`src/rtl/alu_seq.sv`:
```
// alu_seq: registered, parametrised ALU with a multi-cycle shift-add multiplier.
//
// Ports:
//   clk     in   rising-edge system clock
//   rst     in   asynchronous active-high reset
//   start   in   request; accepted on a clock edge when start=1 and busy=0
//   a, b    in   WIDTH-bit operands, sampled at acceptance
//   sel     in   4-bit opcode, sampled at acceptance (14 = multi-cycle MUL)
//   out     out  WIDTH-bit result (low half of the product for MUL)
//   out_hi  out  high half of the product for MUL, 0 after any other op
//   flag_z  out  out == 0
//   flag_n  out  out msb
//   flag_c  out  carry / borrow / shifted-out bit (product high half != 0 for MUL)
//   flag_v  out  signed overflow
//   busy    out  multiply in progress; start is ignored while high
//   done    out  high for the cycle after results were updated
module alu_seq #(
    parameter int WIDTH = 8,
    parameter int CNT_W = 4
) (
    input  logic             clk,
    input  logic             rst,
    input  logic             start,
    input  logic [WIDTH-1:0] a,
    input  logic [WIDTH-1:0] b,
    input  logic [3:0]       sel,
    output logic [WIDTH-1:0] out,
    output logic [WIDTH-1:0] out_hi,
    output logic             flag_z,
    output logic             flag_n,
    output logic             flag_c,
    output logic             flag_v,
    output logic             busy,
    output logic             done
);

    typedef enum logic [0:0] {
        IDLE = 1'b0,
        MUL  = 1'b1
    } state_t;

    localparam logic [3:0]       OP_MUL = 4'd14;
    localparam logic [WIDTH-1:0] ONE    = WIDTH'(1);

    state_t                 state_r;
    state_t                 state_nxt_s;
    logic [CNT_W-1:0]       cnt_r;
    logic [WIDTH-1:0]       mcand_r;
    // Upper half accumulates partial products, lower half holds the
    // not-yet-consumed multiplier bits; both shift right once per iteration.
    logic [2*WIDTH-1:0]     acc_r;
    logic [2*WIDTH-1:0]     acc_nxt_s;
    logic [WIDTH:0]         step_sum_s;

    logic                   accept_s;
    logic                   op_load_s;
    logic                   mul_load_s;
    logic                   mul_step_s;
    logic                   mul_last_s;

    logic [WIDTH-1:0]       res_s;
    logic [WIDTH:0]         sum_s;
    logic                   c_s;
    logic                   v_s;

    // Signed overflow of x + y (+carry): same-sign operands, result sign differs.
    function automatic logic add_ovf(input logic [WIDTH-1:0] x,
                                     input logic [WIDTH-1:0] y,
                                     input logic [WIDTH-1:0] r);
        return (x[WIDTH-1] == y[WIDTH-1]) && (r[WIDTH-1] != x[WIDTH-1]);
    endfunction

    // Signed overflow of x - y (-borrow): opposite-sign operands, result sign differs from x.
    function automatic logic sub_ovf(input logic [WIDTH-1:0] x,
                                     input logic [WIDTH-1:0] y,
                                     input logic [WIDTH-1:0] r);
        return (x[WIDTH-1] != y[WIDTH-1]) && (r[WIDTH-1] != x[WIDTH-1]);
    endfunction

    assign accept_s = start && !busy;

    // FSM state register.
    always_ff @(posedge clk or posedge rst) begin
        if (rst) begin
            state_r <= IDLE;
        end else begin
            state_r <= state_nxt_s;
        end
    end

    // FSM next-state logic; the last iteration is the one that takes the counter to 0.
    always_comb begin
        state_nxt_s = state_r;
        case (state_r)
            IDLE: begin
                if (accept_s && (sel == OP_MUL)) begin
                    state_nxt_s = MUL;
                end else begin
                    state_nxt_s = IDLE;
                end
            end
            MUL: begin
                if (cnt_r == CNT_W'(1)) begin
                    state_nxt_s = IDLE;
                end else begin
                    state_nxt_s = MUL;
                end
            end
            default: state_nxt_s = IDLE;
        endcase
    end

    // FSM output decode: datapath load/step strobes.
    always_comb begin
        op_load_s  = 1'b0;
        mul_load_s = 1'b0;
        mul_step_s = 1'b0;
        mul_last_s = 1'b0;
        case (state_r)
            IDLE: begin
                if (accept_s) begin
                    mul_load_s = (sel == OP_MUL);
                    op_load_s  = (sel != OP_MUL);
                end else begin
                    mul_load_s = 1'b0;
                    op_load_s  = 1'b0;
                end
            end
            MUL: begin
                mul_step_s = 1'b1;
                mul_last_s = (cnt_r == CNT_W'(1));
            end
            default: begin
                mul_step_s = 1'b0;
            end
        endcase
    end

    // One shift-add iteration: conditionally add the multiplicand, then shift right.
    always_comb begin
        if (acc_r[0]) begin
            step_sum_s = {1'b0, acc_r[2*WIDTH-1:WIDTH]} + {1'b0, mcand_r};
        end else begin
            step_sum_s = {1'b0, acc_r[2*WIDTH-1:WIDTH]};
        end
        acc_nxt_s = {step_sum_s, acc_r[WIDTH-1:1]};
    end

    // Multiplier registers: operand latch, accumulator and iteration counter.
    always_ff @(posedge clk or posedge rst) begin
        if (rst) begin
            mcand_r <= {WIDTH{1'b0}};
            acc_r   <= {(2*WIDTH){1'b0}};
            cnt_r   <= {CNT_W{1'b0}};
        end else if (mul_load_s) begin
            mcand_r <= a;
            acc_r   <= {{WIDTH{1'b0}}, b};
            cnt_r   <= CNT_W'(WIDTH);
        end else if (mul_step_s) begin
            acc_r   <= acc_nxt_s;
            cnt_r   <= cnt_r - CNT_W'(1);
        end else begin
            acc_r   <= acc_r;
            cnt_r   <= cnt_r;
        end
    end

    // Single-cycle result and carry/overflow; flag_c is the chained carry-in for ADC/SBC.
    always_comb begin
        res_s = {WIDTH{1'b0}};
        sum_s = {(WIDTH+1){1'b0}};
        c_s   = 1'b0;
        v_s   = 1'b0;
        case (sel)
            4'd0:  res_s = a;
            4'd1:  res_s = a & b;
            4'd2:  res_s = a | b;
            4'd3:  res_s = ~a;
            4'd4: begin
                sum_s = {1'b0, a} + {1'b0, b};
                res_s = sum_s[WIDTH-1:0];
                c_s   = sum_s[WIDTH];
                v_s   = add_ovf(a, b, res_s);
            end
            4'd5: begin
                sum_s = {1'b0, a} - {1'b0, b};
                res_s = sum_s[WIDTH-1:0];
                c_s   = sum_s[WIDTH];
                v_s   = sub_ovf(a, b, res_s);
            end
            4'd6: begin
                sum_s = {1'b0, a} + {1'b0, ONE};
                res_s = sum_s[WIDTH-1:0];
                c_s   = sum_s[WIDTH];
                v_s   = add_ovf(a, ONE, res_s);
            end
            4'd7: begin
                sum_s = {1'b0, a} - {1'b0, ONE};
                res_s = sum_s[WIDTH-1:0];
                c_s   = sum_s[WIDTH];
                v_s   = sub_ovf(a, ONE, res_s);
            end
            4'd8:  res_s = a ^ b;
            4'd9: begin
                res_s = {a[WIDTH-2:0], 1'b0};
                c_s   = a[WIDTH-1];
            end
            4'd10: begin
                res_s = {1'b0, a[WIDTH-1:1]};
                c_s   = a[0];
            end
            4'd11: begin
                res_s = {a[WIDTH-1], a[WIDTH-1:1]};
                c_s   = a[0];
            end
            4'd12: begin
                sum_s = {1'b0, a} + {1'b0, b} + {{WIDTH{1'b0}}, flag_c};
                res_s = sum_s[WIDTH-1:0];
                c_s   = sum_s[WIDTH];
                v_s   = add_ovf(a, b, res_s);
            end
            4'd13: begin
                sum_s = {1'b0, a} - {1'b0, b} - {{WIDTH{1'b0}}, flag_c};
                res_s = sum_s[WIDTH-1:0];
                c_s   = sum_s[WIDTH];
                v_s   = sub_ovf(a, b, res_s);
            end
            4'd15: res_s = b;
            default: res_s = {WIDTH{1'b0}};
        endcase
    end

    // Result, flag and handshake registers; results hold between completions.
    always_ff @(posedge clk or posedge rst) begin
        if (rst) begin
            out    <= {WIDTH{1'b0}};
            out_hi <= {WIDTH{1'b0}};
            flag_z <= 1'b0;
            flag_n <= 1'b0;
            flag_c <= 1'b0;
            flag_v <= 1'b0;
            busy   <= 1'b0;
            done   <= 1'b0;
        end else if (op_load_s) begin
            out    <= res_s;
            out_hi <= {WIDTH{1'b0}};
            flag_z <= (res_s == {WIDTH{1'b0}});
            flag_n <= res_s[WIDTH-1];
            flag_c <= c_s;
            flag_v <= v_s;
            busy   <= 1'b0;
            done   <= 1'b1;
        end else if (mul_load_s) begin
            busy   <= 1'b1;
            done   <= 1'b0;
        end else if (mul_last_s) begin
            out    <= acc_nxt_s[WIDTH-1:0];
            out_hi <= acc_nxt_s[2*WIDTH-1:WIDTH];
            flag_z <= (acc_nxt_s[WIDTH-1:0] == {WIDTH{1'b0}});
            flag_n <= acc_nxt_s[WIDTH-1];
            flag_c <= (acc_nxt_s[2*WIDTH-1:WIDTH] != {WIDTH{1'b0}});
            flag_v <= 1'b0;
            busy   <= 1'b0;
            done   <= 1'b1;
        end else begin
            done   <= 1'b0;
        end
    end

endmodule

```
`config.mk`:
```
export PLATFORM = sky130hd
export DESIGN_NAME = alu_seq
export DESIGN_NICKNAME = d
export VERILOG_FILES = /design/src/rtl/alu_seq.sv
export SDC_FILE = /design/constraint.sdc
export NUM_CORES = 1
export LEC_CHECK = 0
export CORE_MARGIN = 2
export CORE_UTILIZATION = 55
export CTS_BUF_LIST = sky130_fd_sc_hd__clkbuf_4 sky130_fd_sc_hd__clkbuf_8
export CTS_CLUSTER_SIZE = 14
export DETAILED_ROUTE_END_ITERATION = 8
export PLACE_DENSITY = 0.8
export SKIP_LAST_GASP = 1
export SLEW_MARGIN = 20
export SYNTH_ARGS = -nofsm -noshare
export SYNTH_HDL_FRONTEND = slang
export SYNTH_SLANG_ARGS = --single-unit
```
`constraint.sdc`:
```
create_clock -name clk -period 2.3 [get_ports clk]
set_input_delay 0.69 -clock clk [delete_from_list [all_inputs] [get_ports clk]]
set_output_delay 0.69 -clock clk [all_outputs]
set_load 0.03 [all_outputs]
```
==> flow_summary.json <==
{
  "route.vias.total": 6491,
  "leakagePower_nw": 3.64,
  "cp.arrival_ns": 3.64,
  "synth_top_area_cell": "dfrtp_1",
  "cts_buffers": 5,
  "clkTransAtPathRegs_ns": 0.10,
  "gp_congestion": 1.05,
  "netlist.area_leader.share_pct": 24.6,
  "setup_ws_ns": -1.13,
  "syn_area_mm2": 0.00509,
  "first_global_vias": 6085,
  "synth_edf_count": 0,
  "p_per_area_mw_per_mm2": 719,
  "grt_pass1_wl_um": 32400,
  "final_common_cell": "buf_4",
  "hold_viol": 0,
  "r2r_end": "flag_z$_DFFE_PP0P_",
  "layout-drive-gt1-share_pct": 44.1,
  "core_area_mm2": 0.00911,
  "place_inst": 919,
  "portBuffers": 44,
  "io_pins": 45,
  "ctsHoldBuffers": 0,
  "syn_avg_cell_area_um2": 8.34,
  "min-delay-start": "out_hi[4]$_DFFE_PP0P_",
  "async_flop_share_pct": 100,
  "rsz0062_at_grt": "yes",
  "finalCritPeriodShare_pct": 149,
  "layout_common_cells": "207 x buf_4, 50 x nand2_1, 48 x dfrtp_1, 32 x o21ai_0, 31 x nor2_1",
  "overflow": 0,
  "antenna_found_initial": 0,
  "root_buffer": "clkbuf_8",
  "drc_errors": 0,
  "synth.distinct_cells": 74,
  "layout-area-overhead-vs-synth_pct": 58.4,
  "status": "complete, but fails checks",
  "avgViaCountPerCell": 6.74,
  "htree_levels": 2,
  "period_needed_ns": 3.43,
  "stdcell_count": 963,
  "violations": "negative setup slack",
  "drt-pass1-iter-count": 7,
  "wl_per_cell_um": 25.1,
  "endpoint_kind": "register",
  "tightest_slew_ns": 0.578,
  "path_class": "primary input to register",
  "synth_cells": 610,
  "start_kind": "primary input",
  "fp.dieW_um": 100,
  "row_count": 35,
  "synth-seq-area-share_pct": 24.6,
  "initial_core_util_pct": 55.9,
  "dieHeight_um": 100,
  "dpl_cell_area_mm2": 0.00718,
  "track_usage_pct": 42.0,
  "critPathMaxFanout": 5,
  "ys_seq_elements": 50,
  "clock-sinks": 50,
  "fin_nets": 920,
  "synthTopCellsByArea": "dfrtp_1 25%, ha_1 11%, o21ai_0 4.0%, nand2_1 3.8%, xnor2_1 3.6%",
  "yosys_most_used_dff": "dfrtp_1",
  "dp_hpwl_um": 15700,
  "worstRegToRegCells": 8,
  "grt_max_degree": 21,
  "relSlewSlack_pct": 61.3,
  "final_area_mm2": 0.00806,
  "reg2reg_from": "flag_c$_DFFE_PP0P_",
  "fmaxAchievable_ghz": 0.291,
  "routed_wl_um": 24200,
  "synth_nets": 679,
  "timing.max_cap.violations": 0,
  "antennaDiodeCount": 0,
  "holdPathEnd": "out_hi[4]$_DFFE_PP0P_",
  "r2r_slack_ns": -0.44,
  "irDropWorstVdd_mv": 0.652,
  "n_fill_cell": 453,
  "setup-violations-final": 14,
  "die_area_mm2": 0.0100,
  "clk_latency_ns": 0.31,
  "drt_iter0_markers": 916,
  "whs_path_depth": 2,
  "required_ns": 2.50,
  "finClkSkew_ns": 0.00375,
  "antenna_left": 0,
  "setup_tns_ns": -7.49,
  "synth.yosys.warnings": 0,
  "slew_violations": 0,
  "hold_class": "register to register",
  "clockBufferDepth": 2,
  "cts_tree": "yes"
}
[layer usage]
metal  vias up  share of wire (%)  global-route usage, %
met2       547                 44                   64.7
met5         -                  0                      0
met1      3040                 36                   56.6
met4         0                7.3                   19.6
met3       163                 13                   9.05
li1       2741                  -                      -
[report_power, final]
part / internal, mW / switching, mW
logic: 1.67 / 1.93
registers: 1.20 / 0.336
clock network: 0.327 / 0.321
total: 3.20 / 2.59
[repair_timing]
item,4_1_cts,5_1_grt
resized for setup,104,66
setup buffers,20,22
gates cloned,2,0
pin swaps,42,48
setup endpoints to repair,50,20
[state kept, by name, indices dropped and copies added (netlist names)]
name / flops
flag_z: 1
out_hi: 8
acc_r: 16
cnt_r: 4
mcand_r: 8
done: 1
flag_v: 1
state_r: 1
flag_c: 1
busy: 1
out: 8
[cells by family (layout without fill, tap and decap cells)]
logic type / Yosys count / after routing / share of synthesized area [%]
adder cells (fa/ha/maj): 46 / 46 / 11.8
XOR/XNOR: 31 / 31 / 5.71
buffers and inverters: 81 / 323 / 6.84
flip-flops: 50 / 50 / 24.6
AND/OR/NAND/NOR: 184 / 184 / 18.4
AO/OA/AOI/OAI: 198 / 198 / 28.5
multiplexers: 20 / 20 / 4.18
[how the worst max path moves through the flow]
stage          start            endpoint  slack, ns  depth (start not counted)
3_5_place_dp    a[0]  flag_z$_DFFE_PP0P_      -1.61                         14
4_1_cts         a[0]  flag_z$_DFFE_PP0P_      -1.02                         11
3_3_place_gp    b[0]  flag_v$_DFFE_PP0P_      -1.59                         12
5_1_grt         a[4]  flag_v$_DFFE_PP0P_      -1.33                         13
6_report        a[4]  flag_v$_DFFE_PP0P_      -1.13                         13
2_1_floorplan   a[0]  flag_z$_DFFE_PP0P_      -0.77                          9
[cell usage after synthesis (6+ instances only)]
master / instances
nor2_1: 37
a222oi_1: 8
a22oi_1: 10
dfrtp_1: 50
o211ai_1: 8
inv_1: 38
a31oi_1: 8
a21o_1: 10
xor2_1: 9
nand2_1: 51
buf_2: 11
nor2b_1: 9
a22o_1: 8
a21oi_1: 28
nor3_1: 18
o21ai_0: 41
mux2i_1: 10
a211oi_1: 15
clkbuf_1: 20
nand3_1: 17
o221ai_1: 6
ha_1: 43
mux2_2: 10
nand2b_1: 8
xnor2_1: 21
[worst max-delay path: stages]
cell	delay [ns]
clkdlybuf4s15_1	0.21
inv_2	0.08
ha_4	0.30
buf_6	0.14
nand3_1	0.32
o2111ai_2	0.27
xor2_1	0.26
nand4_1	0.27
nor2_1	0.25
xor2_1	0.15
a222oi_1	0.46
buf_4	0.19
o21ai_2	0.04
[cell type report]
cell class              count  area [um^2]  share of cell area, %
repair buffers            272         2250                   28.0
flip-flops and latches     50         1250                   15.6
clock inverters             3         43.8                  0.544
multi-input cells         479         4110                   51.0
clock buffers               5         68.8                  0.854
inverters                  43          186                   2.31
well taps                 111          139                   1.72
[stage by stage]
stage	hold slack (ns)	power, mW	utilization (%)	worst slack, ns
floorplan	0.461	3.23	-	-0.765
global placement	0.470	4.40	78.8	-1.59
detailed placement	0.486	4.53	78.8	-1.61
CTS	0.506	5.35	84.7	-1.02
global route	0.533	6.05	88.4	-1.33
finish	0.504	5.79	88.4	-1.13
Note: power is estimated with default switching activity, not from simulation.
